[src/rtl/mem_bridge_pkg.sv]
// Shared encodings for mem_bridge: sequencer states and read-source select.
package mem_bridge_pkg;

    typedef enum logic [2:0] {
        S_IDLE  = 3'd0,
        S_WRITE = 3'd1,
        S_READ  = 3'd2,
        S_WAIT  = 3'd3,
        S_DONE  = 3'd4
    } state_t;

    localparam logic SRC_INST = 1'b0;
    localparam logic SRC_DATA = 1'b1;

endpackage

[src/rtl/mem_bridge.sv]
// Arbitrates core fetch / data-read / data-write onto one single-port SRAM
// with fixed read latency; returns registered data with a one-cycle ack.
module mem_bridge
    import mem_bridge_pkg::*;
#(
    parameter int ADDR_W  = 12,
    parameter int DATA_W  = 32,
    parameter int IADDR_W = 64,
    parameter int RD_LAT  = 2
) (
    input  logic               clk,
    input  logic               rst,
    input  logic               inst_req_i,
    input  logic [IADDR_W-1:0] inst_addr_i,
    output logic [DATA_W-1:0]  inst_o,
    output logic               inst_ack_o,
    input  logic               mem_r_req_i,
    input  logic [ADDR_W-1:0]  mem_r_addr_i,
    output logic [DATA_W-1:0]  mem_r_data_o,
    output logic               mem_r_ack_o,
    input  logic               mem_w_req_i,
    input  logic [ADDR_W-1:0]  mem_w_addr_i,
    input  logic [DATA_W-1:0]  mem_w_data_i,
    output logic               mem_w_ack_o,
    output logic               stall_o,
    output logic               ram_en_o,
    output logic               ram_we_o,
    output logic [ADDR_W-1:0]  ram_addr_o,
    output logic [DATA_W-1:0]  ram_wdata_o,
    input  logic [DATA_W-1:0]  ram_rdata_i
);

    localparam int CNT_W = $clog2(RD_LAT + 1);
    localparam logic [CNT_W-1:0] CNT_LOAD = CNT_W'(RD_LAT - 1);
    localparam logic [CNT_W-1:0] CNT_ONE  = CNT_W'(1);
    localparam logic [CNT_W-1:0] CNT_ZERO = CNT_W'(0);

    state_t              r_state;
    state_t              w_next_state;
    logic [CNT_W-1:0]    r_cnt;
    logic                r_src;
    logic                r_ram_en;
    logic                r_ram_we;
    logic [ADDR_W-1:0]   r_ram_addr;
    logic [DATA_W-1:0]   r_ram_wdata;
    logic [DATA_W-1:0]   r_inst;
    logic [DATA_W-1:0]   r_rdata;
    logic                r_inst_ack;
    logic                r_r_ack;
    logic                r_w_ack;

    logic                w_grant_write;
    logic                w_grant_read;
    logic                w_grant_src;
    logic [ADDR_W-1:0]   w_grant_addr;
    logic                w_enter_done;
    logic [ADDR_W-1:0]   w_inst_word;
    logic                w_unused_addr_bits;

    assign w_inst_word        = inst_addr_i[ADDR_W+1:2];
    assign w_unused_addr_bits = ^{inst_addr_i[IADDR_W-1:ADDR_W+2], inst_addr_i[1:0]};
    assign w_enter_done       = (r_state == S_WAIT) && (r_cnt == CNT_ZERO);

    // Next-state and grant decode; write beats data read beats fetch.
    always_comb begin
        w_next_state  = r_state;
        w_grant_write = 1'b0;
        w_grant_read  = 1'b0;
        w_grant_src   = SRC_INST;
        w_grant_addr  = r_ram_addr;
        case (r_state)
            S_IDLE: begin
                if (mem_w_req_i) begin
                    w_next_state  = S_WRITE;
                    w_grant_write = 1'b1;
                    w_grant_addr  = mem_w_addr_i;
                end else if (mem_r_req_i) begin
                    w_next_state  = S_READ;
                    w_grant_read  = 1'b1;
                    w_grant_src   = SRC_DATA;
                    w_grant_addr  = mem_r_addr_i;
                end else if (inst_req_i) begin
                    w_next_state  = S_READ;
                    w_grant_read  = 1'b1;
                    w_grant_src   = SRC_INST;
                    w_grant_addr  = w_inst_word;
                end else begin
                    w_next_state  = S_IDLE;
                end
            end
            S_WRITE: w_next_state = S_IDLE;
            S_READ:  w_next_state = S_WAIT;
            S_WAIT: begin
                if (r_cnt == CNT_ZERO) begin
                    w_next_state = S_DONE;
                end else begin
                    w_next_state = S_WAIT;
                end
            end
            S_DONE:  w_next_state = S_IDLE;
            default: w_next_state = S_IDLE;
        endcase
    end

    // State register.
    always_ff @(posedge clk or negedge rst) begin
        if (!rst) begin
            r_state <= S_IDLE;
        end else begin
            r_state <= w_next_state;
        end
    end

    // SRAM command, latency counter, return data and acks; the WAIT phase
    // spans RD_LAT cycles so capture lands on the first valid rdata cycle.
    always_ff @(posedge clk or negedge rst) begin
        if (!rst) begin
            r_cnt       <= CNT_ZERO;
            r_src       <= SRC_INST;
            r_ram_en    <= 1'b0;
            r_ram_we    <= 1'b0;
            r_ram_addr  <= {ADDR_W{1'b0}};
            r_ram_wdata <= {DATA_W{1'b0}};
            r_inst      <= {DATA_W{1'b0}};
            r_rdata     <= {DATA_W{1'b0}};
            r_inst_ack  <= 1'b0;
            r_r_ack     <= 1'b0;
            r_w_ack     <= 1'b0;
        end else begin
            r_ram_en   <= w_grant_write | w_grant_read;
            r_ram_we   <= w_grant_write;
            r_w_ack    <= w_grant_write;
            r_inst_ack <= w_enter_done && (r_src == SRC_INST);
            r_r_ack    <= w_enter_done && (r_src == SRC_DATA);
            if (w_grant_write || w_grant_read) begin
                r_ram_addr <= w_grant_addr;
            end
            if (w_grant_write) begin
                r_ram_wdata <= mem_w_data_i;
            end
            if (w_grant_read) begin
                r_src <= w_grant_src;
            end
            if (r_state == S_READ) begin
                r_cnt <= CNT_LOAD;
            end else if ((r_state == S_WAIT) && (r_cnt != CNT_ZERO)) begin
                r_cnt <= r_cnt - CNT_ONE;
            end
            if (w_enter_done) begin
                if (r_src == SRC_INST) begin
                    r_inst <= ram_rdata_i;
                end else begin
                    r_rdata <= ram_rdata_i;
                end
            end
        end
    end

    assign stall_o = (inst_req_i  & ~r_inst_ack)
                   | (mem_r_req_i & ~r_r_ack)
                   | (mem_w_req_i & ~r_w_ack);

    assign inst_o       = r_inst;
    assign inst_ack_o   = r_inst_ack;
    assign mem_r_data_o = r_rdata;
    assign mem_r_ack_o  = r_r_ack;
    assign mem_w_ack_o  = r_w_ack;
    assign ram_en_o     = r_ram_en;
    assign ram_we_o     = r_ram_we;
    assign ram_addr_o   = r_ram_addr;
    assign ram_wdata_o  = r_ram_wdata;

endmodule
[config.mk]
export PLATFORM = sky130hd
export DESIGN_NAME = mem_bridge
export DESIGN_NICKNAME = d
export VERILOG_FILES = /design/src/rtl/mem_bridge_pkg.sv /design/src/rtl/mem_bridge.sv
export SDC_FILE = /design/constraint.sdc
export NUM_CORES = 1
export LEC_CHECK = 0
export CAP_MARGIN = 15
export CORE_MARGIN = 2
export CORE_UTILIZATION = 42
export DETAILED_ROUTE_END_ITERATION = 8
export PLACE_DENSITY = 0.95
export RECOVER_POWER = 50
export SYNTH_ARGS = -nofsm -noshare
export SYNTH_HDL_FRONTEND = slang
export SYNTH_SLANG_ARGS = --single-unit
export TNS_END_PERCENT = 50
[constraint.sdc]
create_clock -name clk -period 5 [get_ports clk]
set_input_delay 0.5 -clock clk [delete_from_list [all_inputs] [get_ports clk]]
set_output_delay 0.5 -clock clk [all_outputs]
set_load 0.05 [all_outputs]
# == Word level (Yosys, flattened, before mapping) ==
# Cells that the tools add are included.
# totals
reg_bits,118
inputBits,157
out_inout_bits,114
elab_cells,56
# op_classes
n_addsub,1
eq_ne,2
muxes,19
bitwise_logic,10
n_reduce_logical,13
# op_table
op,n
$mux 12,3
$mux 2,5
$mux 1,9
$pmux 3 s3,1
$eq 3x2->1 const B,2
$logic_and 1x1->1,4
$not 1->1,4
$reduce_and 2->1,2
$reduce_bool 2->1,2
$and 1x1->1,3
$logic_not 3->1,1
$mux 3,1
$or 1x1->1,3
$reduce_and 3->1,1
$reduce_bool 3->1,1
$logic_not 2->1,1
$sub 2x1->2 const B,1
$logic_or 1x1->1,1

# == Logic depth before layout (Yosys ltp) ==
# Gate-level depths: netlist of the first run.
# logic_depth
ltp_word,6
depth_mapped,6
mapped_depth_nobuf,5

# == Worst setup path before layout of the first run ==
# No wires, ideal clock.
# synth_path
path_type,input-to-output
start,input mem_w_req_i
end,output stall_o
t_arrival_ns,1.765
t_required_ns,4.500
setup_slack_ns,2.735
path_stages,4
path_buffers,2
path_cell_list,buf_2 -> clkbuf_1 -> inv_1 -> o221ai_1
# synth_via
elab_chain_len,2
# synth_lines
element,line_no,text
start: declaration,mem_bridge.sv:21,"input logic mem_w_req_i,"
$and 1x1->1,mem_bridge.sv:161,| (mem_w_req_i & ~r_w_ack);
$or 1x1->1,mem_bridge.sv:161,
end: declaration,mem_bridge.sv:25,"output logic stall_o,"
# Every way passes these cells.

# == Worst setup path in the final report of the first run ==
# layout_path
start,input mem_r_req_i
end,output stall_o
# layout_via
elab_chain_len,3
# layout_lines
element,line_no,text
start: declaration,mem_bridge.sv:17,"input logic mem_r_req_i,"
$and 1x1->1,mem_bridge.sv:160,| (mem_r_req_i & ~r_r_ack)
$or 1x1->1,mem_bridge.sv:160,
$or 1x1->1,mem_bridge.sv:161,
# Every way passes these cells.

==> results.ini, run 1 <==
[status]
outcome = complete, but fails checks
violations = max-capacitance violations, max-slew violations

[floorplan]
die-height_um = 112.2
dieWidth_um = 112.2
rows = 39
die_area_um2 = 12600
initial_core_util_pct = 43.09
core_area_um2 = 11420
boundaryPins = 271

[synthesis]
synth_mux_area_share_pct = 30.52
synth_top_family_by_area = multiplexers
synthAdderAreaFrac_pct = 0.2543
syn_area_per_cell_um2 = 15.97
mappedNetlistNets = 466
ys_ff_latch = 118
seq_area_frac_synth_pct = 60.02
yosys.area_share.simple_pct = 3.230
synth_compound_area_share_pct = 2.492
synth_area_um2 = 4920
yosysTopAreaCellShare_pct = 60.02
synth_cell_type_count = 27
yosys_warnings = 0
synthesis.instances = 308
synth.largest_area_cell = dfrtp_1
synthXorXnorAreaFrac_pct = 0
yosys-top-cells-area = dfrtp_1 (60%), mux2_2 (15%), mux2_4 (13%), mux2i_1 (2.4%), buf_6 (2.3%)

[routing]
vias = 3318
postRouteAntennaNets = 0
drc_errors = 0
via_per_inst = 4.858
drt-total-wl_mm = 11.95
drtIter0Drc = 86
firstDrtPassIters = 4
drt-wirelength-per-cell_um = 17.49

[timing]
slew-limit-headroom_pct = -74.18
min_period_over_period_pct = 65.55
tns_ns = 0
fin_skew_ns = 0.006414
setup_violations = 0
period_needed_ns = 3.277
worst_pin_slew_ns = 2.613
fmax_ghz = 0.3051
rsz0062_at_grt = no
finalMaxSlewViolations = 99
hold_viol = 0

[layout]
multi_input_area_um2 = 1687
seqCellArea_um2 = 2953
fin_area_um2 = 7560
drive_above_1_share_pct = 20.74
fill_cells = 852
area_growth_syn_to_layout_pct = 53.66
n_antenna_cell = 0
layout.nets = 688

[placed_design]
dp_hpwl_mm = 8.787
place.gp.congestion = 0.7684
io_buffers = 218
placed_area_um2 = 7142

[pwr]
total_power_w = 0.006252
p_per_area_nw_per_um2 = 827.0
irDropWorstVdd_mv = 0.6660
leakage_nw = 3.252

[critical_path]
rr_startpoint = r_cnt[0]
crit_fanout = 16
startpoint = mem_r_req_i
r2r_slack_ns = 1.82
worstPathRequired_ns = 4.50
critPathArrivalTime_ns = 2.78
startpoint_type = input port
endpoint_kind = output pin
worstSetupPathType = in2out

[clocking]
cts_hold_buf = 0
numCtsBuffers = 17
clkSinkCount = 118
clk_pin_slew_ns = 0.05
cts_max_level = 4
cts_buffer_depth = 2
post_cts_buffers = 0
clkLatencyLatePin_ns = 0.40
clock-root-buffer = clkbuf_16
post_cts_resized = 0
cts_tree = yes

[global_route]
grt_pass1_wl_mm = 19.09
antenna_found_initial = 0
grt-ovfl-total = 0
grt_util_all_layers_pct = 19.36
grt_max_degree = 70
grt_pass1_vias = 3682

[hold_path]
min_path_type = in2async

[run]
max_cap_violations = 3

## metal layers
layer | part of all wire (%) | GRT usage, % | vias to the layer above | wire [um]
li1 | - | - | 1524 | -
met1 | 38 | 21.52 | 1633 | 4595
met2 | 52 | 33.98 | 134 | 6204
met3 | 6.9 | 6.425 | 27 | 823
met4 | 2.7 | 8.374 | 0 | 322
met5 | 0 | 0 | - | 0
## cells in the final DEF, fill, tap and decap left out, types with 12 or more instances in the layout
master,netlist,layout
clkdlybuf4s50_1,0,203
dfrtp_1,118,118
mux2_2,64,63
mux2_1,0,25
mux2_4,44,20
nand2_1,16,17
clkbuf_16,0,17
dlygate4sd3_1,0,14
o21ai_0,13,13
mux2i_1,12,12
## layout make-up
type | instances | share of cell area, %
clock buffer | 24 | 6.372
clock inverter | 5 | 0.6620
inverter | 5 | 0.2483
multi-input combinational | 168 | 22.31
sequential | 118 | 39.06
tap | 143 | 2.367
timing repair buffer | 220 | 28.98
## worst max-delay path, cell delays in order
cell and delay (ns):
dlygate4sd3_1 1.09, inv_1 0.11, o221ai_1 0.22, clkdlybuf4s50_1 0.84
## registers in the layout, summed over array words and instances (netlist names)
signal / flops
inst_o: 32
mem_r_data_o: 32
ram_wdata_o: 32
ram_addr_o: 12
r_state: 3
r_cnt: 2
inst_ack_o: 1
mem_r_ack_o: 1
mem_w_ack_o: 1
r_src: 1
ram_en_o: 1
## power breakdown
group	internal, W	switching, W	total (W)
clock	0.000709	0.000381	0.00109
combinational	0.00129	0.00216	0.00345
sequential	0.00144	0.000271	0.00171
total	0.00344	0.00281	0.00625
## stage by stage
| stage | std cells | hold slack (ns) | setup slack (ns) | utilization (%) |
|---|---|---|---|---|
| 5_1_grt | 683 | 0.2869 | 1.195 | 66.21 |
| 2_1_floorplan | 308 | 0.2044 | 2.735 | - |
| 6_report | 683 | 0.2192 | 1.723 | 66.21 |
| 4_1_cts | 683 | 0.2362 | 1.772 | 67.20 |
| 3_3_place_gp | 654 | 0.4882 | 1.839 | 62.55 |
| 3_5_place_dp | 654 | 0.4947 | 1.782 | 62.55 |
## kinds of logic after synthesis
logic type | Yosys count
fa+ha+maj | 1
flops | 118
compound gates | 20
mux | 120
simple gates | 27
buf+inv | 22
## path summary, 6_finish.rpt
kind / end / cells past startpoint
worst max-delay path: stall_o / 4
min in group clk: mem_r_data_o[15] / 1
worst max register to register: inst_o[31] / 6
max in group asynchronous: mem_r_data_o[30] / 2
worst min register to register: mem_r_data_o[15] / 1
worst min-delay path: mem_r_data_o[12] / 1
## Yosys cell counts
master and number:
and2_1 1, dfrtp_1 118, nand2b_4 1, nand2_4 1
mux2_4 44, nor4_1 1, mux2i_1 12, buf_2 2
inv_1 5, nor3_4 1, o31a_1 1, and4b_2 1
a22oi_1 1, buf_6 10, clkbuf_1 2, nand2_1 16
mux2_2 64, nor4bb_1 1, ha_1 1, o31ai_1 1
o21ai_0 13, nor3_1 1, a22o_1 2, nand2b_1 3
buf_4 3, a21o_1 1, o221ai_1 1
No activity file was read; power rests on OpenSTA's default activity.
==> run 2, diff against run 1 <==
Settings changed: CORE_UTILIZATION 42 to 35, PLACE_DENSITY 0.95 to 0.87.
Clock period 5 ns to 2.9 ns, I/O delays scaled along.
==> results.ini, run 2 (synthesis gave the netlist of run 1 again) <==
[status]
outcome = finished, final reports clean

[run]
max_cap_violations = 0  ; -3

[floorplan]
boundaryPins = 271  ; unchanged
initial_core_util_pct = 35.58  ; -7.5 points
core_area_um2 = 13830  ; +21%
die-height_um = 122.6  ; +9.2%
dieWidth_um = 122.6  ; +9.2%
rows = 43  ; +10%
die_area_um2 = 15020  ; +19%

[layout]
multi_input_area_um2 = 1790  ; +6.2%
layout.nets = 693  ; +0.73%
n_antenna_cell = 0  ; unchanged
drive_above_1_share_pct = 26.64  ; +5.9 points
seqCellArea_um2 = 2953  ; unchanged
mostFrequentLayoutCells = clkdlybuf4s50_1 (170), dfrtp_1 (118), mux2_2 (64)
fill_cells = 1085  ; +27%
mostFrequentLayoutCell = clkdlybuf4s50_1
area_growth_syn_to_layout_pct = 58.21
fin_area_um2 = 7784  ; +3.0%

[placed_design]
io_buffers = 218  ; unchanged
dp_hpwl_mm = 8.460  ; -3.7%
placed_area_um2 = 7228  ; +1.2%
place.gp.congestion = 0.7763  ; +1.0%

[global_route]
grt_max_degree = 56  ; -20%
grt-ovfl-total = 0  ; unchanged
grt_util_all_layers_pct = 16.01  ; -3.4 points
antenna_found_initial = 0  ; unchanged
grt_pass1_vias = 3653  ; -0.79%
grt_pass1_wl_mm = 18.29  ; -4.2%

[routing]
drc_errors = 0  ; unchanged
drt-wirelength-per-cell_um = 16.09  ; -8.0%
firstDrtPassIters = 4  ; unchanged
drt-total-wl_mm = 11.71  ; -2.0%
postRouteAntennaNets = 0  ; unchanged
vias = 3357  ; +1.2%
drtIter0Drc = 125  ; +45%
via_per_inst = 4.611  ; -5.1%

[critical_path]
crit_fanout = 15  ; -1
r2r_cells = 5  ; -1
cpPeakStageDelay_ns = 0.76  ; -0.33 ns
r2r-end = mem_r_data_o[7]
startpoint_type = input port
worstPathRequired_ns = 2.61  ; -1.89 ns
critical-path-slowest-cell = clkbuf_1
worstPathCellList = clkdlybuf4s50_1 > clkbuf_1 > inv_1 > o221ai_1 > buf_4
path_buf_inv = 4  ; +1
endpoint_kind = output pin
r2r_slack_ns = 0.56  ; -1.26 ns
rr_startpoint = r_cnt[0]
worstSetupPathType = in2out
critical_path.top_delay_family = buffers and inverters
critPathArrivalTime_ns = 2.06  ; -0.72 ns

[clocking]
clkSinkCount = 118  ; unchanged
clkLatencyLatePin_ns = 0.41  ; about the same
clk_pin_slew_ns = 0.05  ; about the same
cts_max_level = 4  ; unchanged
cts_tree = yes
cts_buffer_depth = 2  ; unchanged
post_cts_resized = 0  ; unchanged
clock-root-buffer = clkbuf_16
numCtsBuffers = 17  ; unchanged
post_cts_buffers = 0  ; unchanged

[timing]
finalMaxSlewViolations = 0  ; -100%
slew-limit-headroom_pct = 6.351  ; +81 points
period_needed_ns = 2.353
worst_pin_slew_ns = 1.405  ; -1.208 ns
hold_viol = 0  ; unchanged
min_period_over_period_pct = 81.15
rsz0062_at_grt = no
fin_skew_ns = 0.009311  ; +0.002897 ns
setup_violations = 0  ; unchanged
tns_ns = 0  ; unchanged
fmax_ghz = 0.4249

[pwr]
p_per_area_nw_per_um2 = 1409  ; +70%
leakage_nw = 3.441  ; +5.8%
total_power_w = 0.01097  ; +75%
irDropWorstVdd_mv = 0.8371  ; +26%

[hold_path]
min_path_type = in2async

==> run 2: area by class of cell <==
class / count / area share, %
repair buffers: 225 / 28.50
clock inverters: 9 / 1.286
inverters: 5 / 0.2411
flip-flops and latches: 118 / 37.94
multi-input cells: 168 / 23.00
clock buffers: 23 / 6.140
well taps: 180 / 2.893
==> run 2: what timing repair did <==
action,in CTS,in global routing
endpoints found under the setup margin,0,0
endpoints found under the hold margin,37,0
hold buffers,1,0
==> run 2: report_power, final <==
group          leakage (nW)  internal, W  switching [W]
Sequential             1.41      0.00248       0.000459
Clock                 0.283      0.00132       0.000696
Combinational          1.75      0.00230        0.00372
Total                  3.44      0.00610        0.00487
==> run 2: worst register-to-register path: stages, from the launching register on <==
cell	delay [ns]
dfrtp_1	0.37
inv_1	0.10
ha_1	0.27
and4b_1	0.27
nand2_2	0.62
mux2_4	0.60
==> run 2: worst max path at each step <==
stage,to,slack [ns],cells past startpoint,start
after floorplan,stall_o,1.06,4,mem_w_req_i
after global placement,ram_wdata_o[1],0.77,3,mem_w_req_i
after detailed placement,ram_wdata_o[11],0.70,3,mem_w_req_i
after CTS,ram_wdata_o[4],0.83,3,r_state[1]
after global routing,ram_wdata_o[20],0.37,3,rst
final,stall_o,0.55,5,mem_r_req_i
==> run 2: layer usage <==
layer	share of wire (%)	vias to the layer above	GRT usage (%)
met5	0	-	0
met4	2.2	0	7.040
met3	6.8	21	5.483
met2	51	131	27.26
met1	40	1663	18.20
li1	-	1542	-
==> run 2: stage by stage <==
stage,worst slack (ns),std cells,util [%],hold slack [ns]
floorplan,1.055,308,-,-0.005591
global placement,0.7710,695,52.28,0.2785
detailed placement,0.6967,695,52.28,0.2916
CTS,0.8311,728,56.53,0.3897
global route,0.3699,728,56.29,0.4285
finish,0.5466,728,56.29,0.3893
==> run 3, diff against run 2 <==
Settings changed: CORE_UTILIZATION 35 to 39, PLACE_DENSITY 0.87 to 0.91.
Clock period 2.9 ns to 2.3 ns, I/O delays scaled along.
==> results.ini, run 3 (synthesis gave the netlist of run 1 again) <==
[floorplan]
dieWidth_um = 116.3  ; -5.1%
boundaryPins = 271  ; unchanged
core_area_um2 = 12470  ; -9.8%
initial_core_util_pct = 39.47  ; +3.9 points
die_area_um2 = 13530  ; -9.9%
die-height_um = 116.3  ; -5.1%
rows = 41  ; -4.7%

[timing]
whs_ns = 0.4400  ; +0.05069 ns
finalMaxSlewViolations = 0  ; unchanged
slew-limit-headroom_pct = 25.87  ; +20 points
fin_skew_ns = 0.007324  ; -0.001986 ns
tns_ns = 0  ; unchanged
min_period_over_period_pct = 85.98
setup_violations = 0  ; unchanged
rsz0062_at_grt = no
fmax_ghz = 0.5057
hold_viol = 0  ; unchanged
period_needed_ns = 1.977
worst_pin_slew_ns = 1.112  ; -0.2929 ns

[critical_path]
critical-path-slowest-cell = mux2_4
critPathArrivalTime_ns = 2.25  ; +0.19 ns
cpPeakStageDelay_ns = 0.44  ; -0.32 ns
worstPathRequired_ns = 2.57  ; -0.04 ns
startpoint_type = flop
worstPathCellList = inv_1 > ha_1 > and4b_1 > nand2_4 > mux2_4
endpoint_kind = flop
crit_fanout = 33  ; +18
worstSetupPathType = reg2reg

[hold_path]
min_path_type = in2reg

[pwr]
leakage_nw = 3.478  ; +1.1%
irDropWorstVdd_mv = 1.120  ; +34%
power_switching_w = 0.006188  ; +27%
p_comb_share_pct = 54.2  ; -0.6 points
clkPwrFrac_pct = 19.4  ; +1.0 points
internal-power_w = 0.007937  ; +30%
p_seq_share_pct = 26.4  ; -0.4 points
p_per_area_nw_per_um2 = 1795  ; +27%
netSwitchingFraction_pct = 43.81  ; -0.60 points

[layout]
fin_area_um2 = 7868  ; +1.1%
n_antenna_cell = 0  ; unchanged
fin_util_pct = 63.11  ; +6.8 points
fill_cells = 947  ; -13%
layout.nets = 695  ; +0.29%
mostFrequentLayoutCell = clkdlybuf4s50_1
area_growth_syn_to_layout_pct = 59.92
drive_above_1_share_pct = 26.36  ; -0.28 points
mostFrequentLayoutCells = clkdlybuf4s50_1 (182), dfrtp_1 (118), mux2_2 (64)

[clocking]
clock-root-buffer = clkbuf_16
cts_max_level = 4  ; unchanged
numCtsBuffers = 17  ; unchanged
cts_tree = yes
clkSinkCount = 118  ; unchanged
cts_buffer_depth = 2  ; unchanged
clkLatencyLatePin_ns = 0.40  ; about the same
post_cts_resized = 0  ; unchanged
clk_pin_slew_ns = 0.05  ; about the same

[routing]
via_per_inst = 4.633  ; +0.47%
postRouteAntennaNets = 0  ; unchanged
drt-wirelength-per-cell_um = 16.53  ; +2.7%
vias = 3345  ; -0.36%
drt-total-wl_mm = 11.94  ; +1.9%
drtIter0Drc = 125  ; unchanged
drc_errors = 0  ; unchanged
firstDrtPassIters = 6  ; +2

[placed_design]
placed_area_um2 = 7258  ; +0.42%
place.gp.congestion = 0.7700  ; -0.81%
io_buffers = 218  ; unchanged
dp_hpwl_mm = 8.850  ; +4.6%

[global_route]
grt_util_all_layers_pct = 17.79  ; +1.8 points
grt-ovfl-total = 0  ; unchanged
grt_max_degree = 53  ; -5.4%
grt_util_met2_pct = 32.40  ; +5.1 points
antenna_found_initial = 0  ; unchanged
busiest_layer = met2
grt_pass1_wl_mm = 18.26  ; -0.15%
use_met3_pct = 5.968  ; +0.48 points
grt_pass1_vias = 3589  ; -1.8%
grt_use_met1_pct = 19.24  ; +1.0 points

[run]
max_cap_violations = 0  ; unchanged

[status]
outcome = finished, final reports clean

## run 3: changes by cell type in the layout (fill, tap and decap cells not counted), moves of 2 or more
cell	before	now
buf_12	0	3
bufinv_16	2	4
clkdlybuf4s50_1	170	182
clkinv_2	5	2
dlygate4sd3_1	47	35
mux2_1	0	2
mux2_4	44	42
## run 3: timing repair
action                                 in CTS  in global routing
hold buffers                                1                  0
setup buffers                               0                  0
endpoints found under the hold margin      42                  0
## run 3: layout make-up
| type | count | area (um2) | share of cell area, % |
|---|---|---|---|
| clock buffer | 24 | 471.7 | 5.996 |
| clock inverter | 8 | 146.4 | 1.861 |
| inverter | 5 | 18.77 | 0.2385 |
| multi-input combinational | 168 | 1788 | 22.73 |
| sequential | 118 | 2953 | 37.53 |
| tap | 172 | 215.2 | 2.735 |
| timing repair buffer | 227 | 2275 | 28.91 |
## run 3: final timing paths
kind                             startpoint               to  slack [ns]  cells after the start
min reg2reg                 ram_wdata_o[30]  ram_wdata_o[30]        0.49                      1
max in group asynchronous               rst  ram_wdata_o[14]        0.55                      3
min                        mem_w_data_i[28]  ram_wdata_o[28]        0.44                      2
max reg2reg                        r_cnt[0]  mem_r_data_o[8]        0.32                      5
min in group asynchronous               rst  mem_r_data_o[5]        0.60                      2
max                                r_cnt[0]  mem_r_data_o[8]        0.32                      5
## run 3: power groups by stage
stage / Sequential, W / Clock, W / Combinational [W]
floorplan: 0.00715 / 0 / 0.00179
detailed placement: 0.00375 / 0 / 0.00782
global placement: 0.00366 / 0 / 0.00770
finish: 0.00373 / 0.00274 / 0.00766
CTS: 0.00376 / 0.00280 / 0.00784
global route: 0.00386 / 0.00291 / 0.00794
## run 3: metrics by stage
stage               std cells  power, W  setup WS (ns)
floorplan                 308  0.008938         0.5753
global placement          689   0.01137         0.3847
detailed placement        689   0.01158         0.3361
CTS                       722   0.01440         0.3140
global route              722   0.01471         0.2066
finish                    722   0.01412         0.3225
## run 3: layer usage
layer  wire (um)  vias up  part of all wire (%)
met5           0        -                     0
met4         198        0                   1.7
met3         739       18                   6.2
met2        6456      116                    54
met1        4540     1665                    38
li1            -     1546                     -
## run 3: critical path, delay by kind of cell, from the launching register on
| kind | cells | cell delay [ns] |
|---|---|---|
| buffers and inverters | 1 | 0.10 |
| AND/OR/NAND/NOR | 2 | 0.66 |
| flip-flops | 1 | 0.37 |
| adder cells (fa/ha/maj) | 1 | 0.26 |
| multiplexers | 1 | 0.44 |
